File: config.mk
export PLATFORM = sky130hd
export DESIGN_NAME = handshake_axis_read_mux
export DESIGN_NICKNAME = d
export VERILOG_FILES = /design/src/rtl/handshake_axis_read_mux.sv
export SDC_FILE = /design/constraint.sdc
export NUM_CORES = 1
export LEC_CHECK = 0
export ABC_AREA = 1
export BUFFER_PORTS_ARGS = -buffer_cell sky130_fd_sc_hd__buf_2
export CORE_MARGIN = 5
export CORE_UTILIZATION = 38
export DETAILED_ROUTE_END_ITERATION = 10
export MAX_ROUTING_LAYER = met4
export PLACE_DENSITY = 0.8
export SLEW_MARGIN = 40
export SYNTH_ARGS = -nofsm -noshare
export SYNTH_HDL_FRONTEND = slang
export SYNTH_SLANG_ARGS = --single-unit
export TNS_END_PERCENT = 50
File: constraint.sdc
create_clock -name clk -period 2.8 [get_ports clk]
set_input_delay 0.42 -clock clk [delete_from_list [all_inputs] [get_ports clk]]
set_output_delay 0.42 -clock clk [all_outputs]
set_load 0.02 [all_outputs]
File: src/rtl/handshake_axis_read_mux.sv
// handshake_axis_read_mux: arbitrates N kernel load channels onto a single AXI-Stream
// request stream and routes the in-order payload stream back to the requesting channel.
// A tag FIFO records which channel issued each outstanding request.
// Optional feature: define HS_AXIS_RD_PL_REG_EN to insert a one-entry payload register
// (1-cycle payload-to-channel latency); the default build is a combinational pass-through.
module handshake_axis_read_mux #(
    parameter int unsigned ADDR_WIDTH      = 4,
    parameter int unsigned DATA_WIDTH      = 32,
    parameter int unsigned N_CHANNELS      = 2,
    parameter int unsigned MAX_OUTSTANDING = 4
) (
    input  logic                               clk,
    input  logic                               reset,
    input  logic [ADDR_WIDTH-1:0]              ldAddr       [N_CHANNELS],
    input  logic                               ldAddr_valid [N_CHANNELS],
    output logic                               ldAddr_ready [N_CHANNELS],
    output logic [DATA_WIDTH-1:0]              ldData       [N_CHANNELS],
    output logic                               ldData_valid [N_CHANNELS],
    input  logic                               ldData_ready [N_CHANNELS],
    output logic [ADDR_WIDTH-1:0]              m_axis_req_tdata,
    output logic                               m_axis_req_tvalid,
    input  logic                               m_axis_req_tready,
    output logic                               m_axis_req_tlast,
    input  logic [DATA_WIDTH-1:0]              s_axis_pl_tdata,
    input  logic                               s_axis_pl_tvalid,
    output logic                               s_axis_pl_tready,
    input  logic                               s_axis_pl_tlast,
    output logic [$clog2(MAX_OUTSTANDING):0]   outstanding
);

    localparam int unsigned CH_W  = (N_CHANNELS > 1) ? $clog2(N_CHANNELS) : 1;
    localparam int unsigned PTR_W = $clog2(MAX_OUTSTANDING);
    localparam int unsigned CNT_W = PTR_W + 1;

    logic [CH_W-1:0]  last_grant;
    logic [CH_W-1:0]  winner;
    logic             found;
    logic             loadable;
    logic             accept;

    logic [CH_W-1:0]  tag_mem [MAX_OUTSTANDING];
    logic [PTR_W-1:0] wr_ptr;
    logic [PTR_W-1:0] rd_ptr;
    logic [CNT_W-1:0] count;
    logic [CH_W-1:0]  head;
    logic             non_empty;
    logic             push;
    logic             pop;

    // Every request is one beat, so tlast is not tracked separately.
    logic unused_tlast;
    assign unused_tlast = s_axis_pl_tlast;

    assign outstanding      = count;
    assign m_axis_req_tlast = m_axis_req_tvalid;
    assign non_empty        = (count != '0);
    assign head             = tag_mem[rd_ptr];

    // Full check uses the registered count: no push bypass when full.
    assign loadable = !reset && (!m_axis_req_tvalid || m_axis_req_tready) &&
                      (count < CNT_W'(MAX_OUTSTANDING));
    assign accept   = found && loadable;
    assign push     = accept;
    assign pop      = s_axis_pl_tvalid && s_axis_pl_tready;

    // Round-robin search starting one past the last granted channel.
    always_comb begin
        int unsigned idx;
        idx    = 0;
        found  = 1'b0;
        winner = '0;
        for (int unsigned i = 1; i <= N_CHANNELS; i++) begin
            idx = (int'(last_grant) + i) % N_CHANNELS;
            if (!found && ldAddr_valid[idx]) begin
                found  = 1'b1;
                winner = CH_W'(idx);
            end
        end
    end

    // Only the winner sees ready, and only when the request slot can take it.
    always_comb begin
        for (int unsigned i = 0; i < N_CHANNELS; i++) begin
            ldAddr_ready[i] = accept && (winner == CH_W'(i));
        end
    end

    // Request slot valid flag and round-robin pointer.
    always_ff @(posedge clk) begin
        if (reset) begin
            m_axis_req_tvalid <= 1'b0;
            last_grant        <= CH_W'(N_CHANNELS - 1);
        end else if (accept) begin
            m_axis_req_tvalid <= 1'b1;
            last_grant        <= winner;
        end else if (m_axis_req_tready) begin
            m_axis_req_tvalid <= 1'b0;
        end
    end

    // Request address: data path, loaded only on accept so it holds under backpressure.
    always_ff @(posedge clk) begin
        if (accept) begin
            m_axis_req_tdata <= ldAddr[winner];
        end
    end

    // Tag FIFO storage.
    always_ff @(posedge clk) begin
        if (push) begin
            tag_mem[wr_ptr] <= winner;
        end
    end

    // Tag FIFO pointers and occupancy; pointers wrap naturally (depth is a power of 2).
    always_ff @(posedge clk) begin
        if (reset) begin
            wr_ptr <= '0;
            rd_ptr <= '0;
            count  <= '0;
        end else begin
            if (push) wr_ptr <= wr_ptr + 1'b1;
            if (pop)  rd_ptr <= rd_ptr + 1'b1;
            if (push && !pop)      count <= count + 1'b1;
            else if (!push && pop) count <= count - 1'b1;
        end
    end

`ifdef HS_AXIS_RD_PL_REG_EN
    logic                  reg_valid;
    logic [DATA_WIDTH-1:0] reg_data;
    logic [CH_W-1:0]       reg_ch;

    assign s_axis_pl_tready = !reset && non_empty && (!reg_valid || ldData_ready[reg_ch]);

    // Payload register occupancy: refilled on pop, drained when its channel takes it.
    always_ff @(posedge clk) begin
        if (reset) begin
            reg_valid <= 1'b0;
        end else if (pop) begin
            reg_valid <= 1'b1;
        end else if (reg_valid && ldData_ready[reg_ch]) begin
            reg_valid <= 1'b0;
        end
    end

    // Payload register contents (data path, not reset).
    always_ff @(posedge clk) begin
        if (pop) begin
            reg_data <= s_axis_pl_tdata;
            reg_ch   <= head;
        end
    end

    // Registered payload steered to the captured channel, data broadcast to all.
    always_comb begin
        for (int unsigned i = 0; i < N_CHANNELS; i++) begin
            ldData[i]       = reg_data;
            ldData_valid[i] = !reset && reg_valid && (reg_ch == CH_W'(i));
        end
    end
`else
    assign s_axis_pl_tready = !reset && non_empty && ldData_ready[head];

    // Combinational pass-through to the FIFO-head channel, data broadcast to all.
    always_comb begin
        for (int unsigned i = 0; i < N_CHANNELS; i++) begin
            ldData[i]       = s_axis_pl_tdata;
            ldData_valid[i] = !reset && s_axis_pl_tvalid && non_empty && (head == CH_W'(i));
        end
    end
`endif

endmodule

# After elaboration in Yosys (flattened, before gate mapping)
# Memory sizes are Yosys's and may differ from the RTL's. A register that Yosys moved wholly into a read port is not among the register bits.
# Index checks and enable logic that the tools add are counted.
dict set report op_classes {
  mux 24
  n_lt_le_gt_ge 5
  n_addsub 6
  n_bitwise 6
  n_reduce_logical 24
}
# op count
set ops {}
lappend ops {{33-bit by 2-bit greater-or-equal comparator with 1-bit output, second input constant} 2}
lappend ops {{1-bit NOT with 33-bit output} 2}
lappend ops {{1-bit 2-to-1 mux} 17}
lappend ops {{1-bit logical AND} 15}
lappend ops {{4-bit 2-to-1 mux} 3}
lappend ops {{3-bit 2-to-1 mux} 2}
lappend ops {{1-bit zero test} 5}
lappend ops {{2-bit by 1-bit adder with 2-bit output, second input constant} 2}
lappend ops {{2-bit greater-or-equal comparator, second input constant} 2}
lappend ops {{2-bit 2-to-1 mux} 2}
lappend ops {{1-bit NOT with 2-bit output} 2}
lappend ops {{2-bit nonzero test} 2}
lappend ops {{3-bit by 1-bit adder with 3-bit output, second input constant} 1}
lappend ops {{3-bit < comparator, second input constant} 1}
lappend ops {{3-bit nonzero test} 1}
lappend ops {{3-bit by 1-bit subtractor with 3-bit output, second input constant} 1}
lappend ops {{1-bit adder, second input constant} 2}
lappend ops {{1-bit NOT} 2}
lappend ops {{1-bit logical OR} 1}
dict set report totals {
  mem_bits_rw 4
  mem_count 1
  output_inout_bits 78
  word_cells 72
  in_bits 49
  register_bits 13
}
# name words word_bits read_ports rd_clocked_by_memory_dff write_ports line_no
set memory_table {}
lappend memory_table {tag_mem 4 1 1 1 1 41} ;# logic [CH_W-1:0] tag_mem [MAX_OUTSTANDING];

# Logic depth before layout (Yosys ltp)
dict set report depth {
  word_depth 14
  ltp_mapped 13
  ltp_nobuf 13
}

# Worst setup path before layout
# Ideal clock, no wire load.
dict set report synth_timing {
  kind {input-to-reg}
  startpoint {input reset}
  endpoint {register count[2] (netlist: outstanding[2])}
  stages 12
  setup_ps 58
  arrival_ps 2090
  t_required_ps 2742
  slack_ps 652
  cell_sequence {buf_6 nor2_1 nand3_2 buf_2 inv_1 ha_1 inv_1 fa_1 a21oi_1 o21ai_0 a21oi_1 o21a_1}
}
dict set report synth_via {
  elab_chain_cells 7
  elab_cells_between_ends 13
  classes_between {1 x mux; 12 x reduce/logical}
}
# element line_no
set synth_lines {}
lappend synth_lines {{start: declaration} 13} ;# input logic reset,
lappend synth_lines {{1-bit zero test *} 60} ;# assign loadable = !reset && (!m_axis_req_tvalid || m_axis_req_tready) &&
lappend synth_lines {{1-bit logical AND * (2 in series)} 60}
lappend synth_lines {{1-bit logical AND *} 62} ;# assign accept = found && loadable;
lappend synth_lines {{net accept} 39} ;# logic accept;
lappend synth_lines {{1-bit zero test} 125} ;# else if (!push && pop) count <= count - 1'b1;
lappend synth_lines {{1-bit logical AND} 125}
lappend synth_lines {{2-bit nonzero test (no line)} --}
lappend synth_lines {{end signal: assignment} 124} ;# if (push && !pop) count <= count + 1'b1;
lappend synth_lines {{end signal: assignment} 125}
lappend synth_lines {{end: declaration} 44} ;# logic [CNT_W-1:0] count;
# Mark *: on every way through the listed nets, which the timed path passes. The rest lies on a longest branch.
# A chain may end at the register's enable or synchronous reset.

# Worst setup path in the final report
dict set report layout_timing {
  startpoint {register count[2] (netlist: outstanding[2])}
  endpoint {register count[2] (netlist: outstanding[2])}
}
dict set report layout_via {
  elab_chain_cells 7
  elab_cells_between_ends 16
  classes_between {2 x add/sub; 1 x order compare; 2 x mux; 11 x reduce/logical}
}
# element
set layout_lines {}
lappend layout_lines {{parallel branches: the longest is 7 deep, another holds 3-bit < comparator}}
# Parallel ways; which one is timed is not known. The select of a mux whose other input is x is not followed.

==> flow_summary.ini <==
[synthesis]
netlist_top_cells_area = buf_4, edfxtp_1, dfxtp_1
synth_area_leader_cell = buf_4
synth_mux_area_share_pct = 0
synth_xor_area_share_pct = 0.588
netlist_area_um2 = 1490
ys_ff_latch = 19
ys_warn_count = 0
synth_top_family_by_area = buffers and inverters
syn_nets = 233
synth_fa_ha_area_share_pct = 5.55
seq_area_frac_synth_pct = 30.9
netlist.area_leader.share_pct = 32.8
avgSynthCellArea_um2 = 8.36
synthSimpleGateAreaFrac_pct = 17.1
synthCells = 178
synth_compound_area_share_pct = 6.89
ys_types = 22

[route]
drtIter0Drc = 28
ant_nets = 0
num_vias = 815
wire_per_inst_um = 10.8
vias_per_cell = 4.22
firstDrtPassIters = 4
wl_um = 2080
remaining_drc_errors = 0

[worst_setup_path]
crit_required_ns = 3.01
worstSetupEndpointType = register
cp_top_family = compound AO/OA/AOI/OAI gates
critPathKind = register to register
rrSetupSlack_ns = 0.77
crit_slowest_cell = fa_1
critPathBufInv = 2
worstSetupStartpointType = register
r2r-start = outstanding[2]
path_cells = inv_1 -> nand3_1 -> nand2_1 -> nor2_4 -> nand3_2 -> ha_1 -> inv_1 -> fa_1 -> a21oi_1 -> o21ai_0 -> a21oi_1 -> o21a_1
crit_path_max_fanout = 4
cp.arrival_ns = 2.24
critPathMaxStageDelay_ns = 0.37
cp.depth = 12
cp-startpoint = outstanding[2]
r2r_cells = 12

[grt]
antenna_found_initial = 0
gr-total-overflow = 0
grt_pass1_vias = 814
grt_usage_pct = 8.78
grt_max_degree = 14
grt_pass1_wl_um = 3550

[layout]
final_nets = 201
n_antenna_cell = 0
layout-drive-gt1-share_pct = 33.8
synthToLayoutAreaGrowth_pct = -16.5
final_core_util_pct = 33.5
final_cell_count_no_fill = 193
fillerInstances = 401

[power_and_ir_drop]
p_total_uw = 760
peakVddDrop_v = 0.000348
p_leak_uw = 0.000579
p_per_area_nw_per_um2 = 611
power.share.clock_pct = 24.8
power_frac_seq_pct = 45.3
p_sw_share_pct = 33.8
p_int_uw = 503
switching_power_uw = 257
comb_power_share_pct = 29.9

[clock_network]
cts_tree = built
cts_max_level = 1
cts_setup_buffers = 0
cts_root_buf = clkbuf_8
cts_buffers = 3
cts-resized-gates = 0
cts.sinks = 19
hold_buffers = 0
cts_buffer_depth = 2
clk_latency_ns = 0.26
cts.clk_slew.worst_paths_ns = 0.07

[die]
num_io_pins = 127
dieArea_um2 = 5270
initial_core_util_pct = 40.1
design.core.area_um2 = 3720
chipHeight_um = 72.6
die_w_um = 72.6
rows = 22

[timing]
fmax_mhz = 492
fin_tns_setup_ns = 0
fin_skew_ns = 0.00300
tightest_slew_ns = 0.247
drv_slew = 0
finalHoldViolCount = 0
max_slew_margin_pct = 83.5
setup_viol_count_final = 0
rsz0062_at_grt = false
fin_crit_sh_pct = 72.5
fin_crit_ns = 2.03

[run_status]
status = complete, no violations

[min_path]
min_path_cells = 3
worstHoldStart = ldAddr[2]
hp-class = input pin to register

[run]
cap_violations = 0

[placed_design]
io_buffers = 29
dp_hpwl_um = 1630
gp_routability_congestion = 0.789
dpl.cell_count = 189
-- placed cells by master (no fill, tap or decap) --
cell type  Yosys  layout
buf_2          1      29
nand2_1       20      20
inv_1         18      18
a21oi_1       12      12
dfxtp_1       11      11
nor2_1         9       9
edfxtp_1       8       8
o21ai_0        7       7
nand2_2        5       5
ha_1           5       5
nand3_2        4       4
clkbuf_8       0       3
inv_2          2       2
nand3_4        2       2
nand3_1        2       2
nand2_4        1       1
nand3b_1       1       1
nor2_4         1       1
xor2_1         1       1
o21a_1         1       1
fa_1           1       1
clkinv_2       0       1
buf_4         65       1
-- final timing paths --
path,endpoint
min,m_axis_req_tdata[2]
max reg2reg,outstanding[2]
min reg2reg,register
max,outstanding[2]
-- cells in the mapped netlist --
cell type	instances
buf_6	1
nand3_1	2
nand2_2	5
nor2_1	9
o21a_1	1
xor2_1	1
buf_4	65
buf_2	1
inv_1	18
nor2_4	1
nand3b_1	1
inv_2	2
o21ai_0	7
nand2_1	20
nand3_2	4
fa_1	1
nand3_4	2
edfxtp_1	8
nand2_4	1
a21oi_1	12
dfxtp_1	11
ha_1	5
-- power groups by stage --
stage / combinational, uW / sequential (uW) / clock (uW)
CTS: 230 / 344 / 197
finish: 227 / 344 / 188
global placement: 224 / 350 / 0
floorplan: 275 / 373 / 0
global route: 263 / 349 / 208
detailed placement: 228 / 350 / 0
-- per-stage QoR --
step	setup slack [ns]	hold slack [ns]	area, um2
2_1_floorplan	0.652	0.439	1490
3_3_place_gp	0.637	0.463	1200
3_5_place_dp	0.608	0.494	1200
4_1_cts	0.760	0.424	1240
5_1_grt	0.465	0.429	1240
6_report	0.769	0.429	1240
-- tightest hold or removal path: stages --
cell     delay (ns)
buf_2          0.07
nand2_1        0.04
nand2_1        0.05
-- kinds of logic after synthesis --
logic type,Yosys count
compound gates,20
xor+xnor,1
fa+ha+maj,6
buf+inv,87
flops,19
simple gates,45
-- metal layers --
| metal | share of wire, % | GRT usage (%) | vias up | wire (um) |
|---|---|---|---|---|
| met2 | 45 | 12.9 | 26 | 942 |
| li1 | - | - | 422 | - |
| met3 | 9.4 | 4.13 | 8 | 196 |
| met4 | 1.3 | 3.69 | 0 | 27 |
| met1 | 44 | 10.2 | 359 | 916 |
| met5 | 0 | - | - | 0 |
-- cell type report --
| cell class | count | area, um2 | area share, % |
|---|---|---|---|
| repair buffers | 30 | 153 | 12.3 |
| flip-flops and latches | 19 | 460 | 37.0 |
| inverters | 20 | 75.1 | 6.04 |
| clock buffers | 3 | 41.3 | 3.32 |
| multi-input cells | 72 | 449 | 36.1 |
| clock inverters | 1 | 5.00 | 0.402 |
| well taps | 48 | 60.1 | 4.83 |
(Power assumes the default switching activity.)
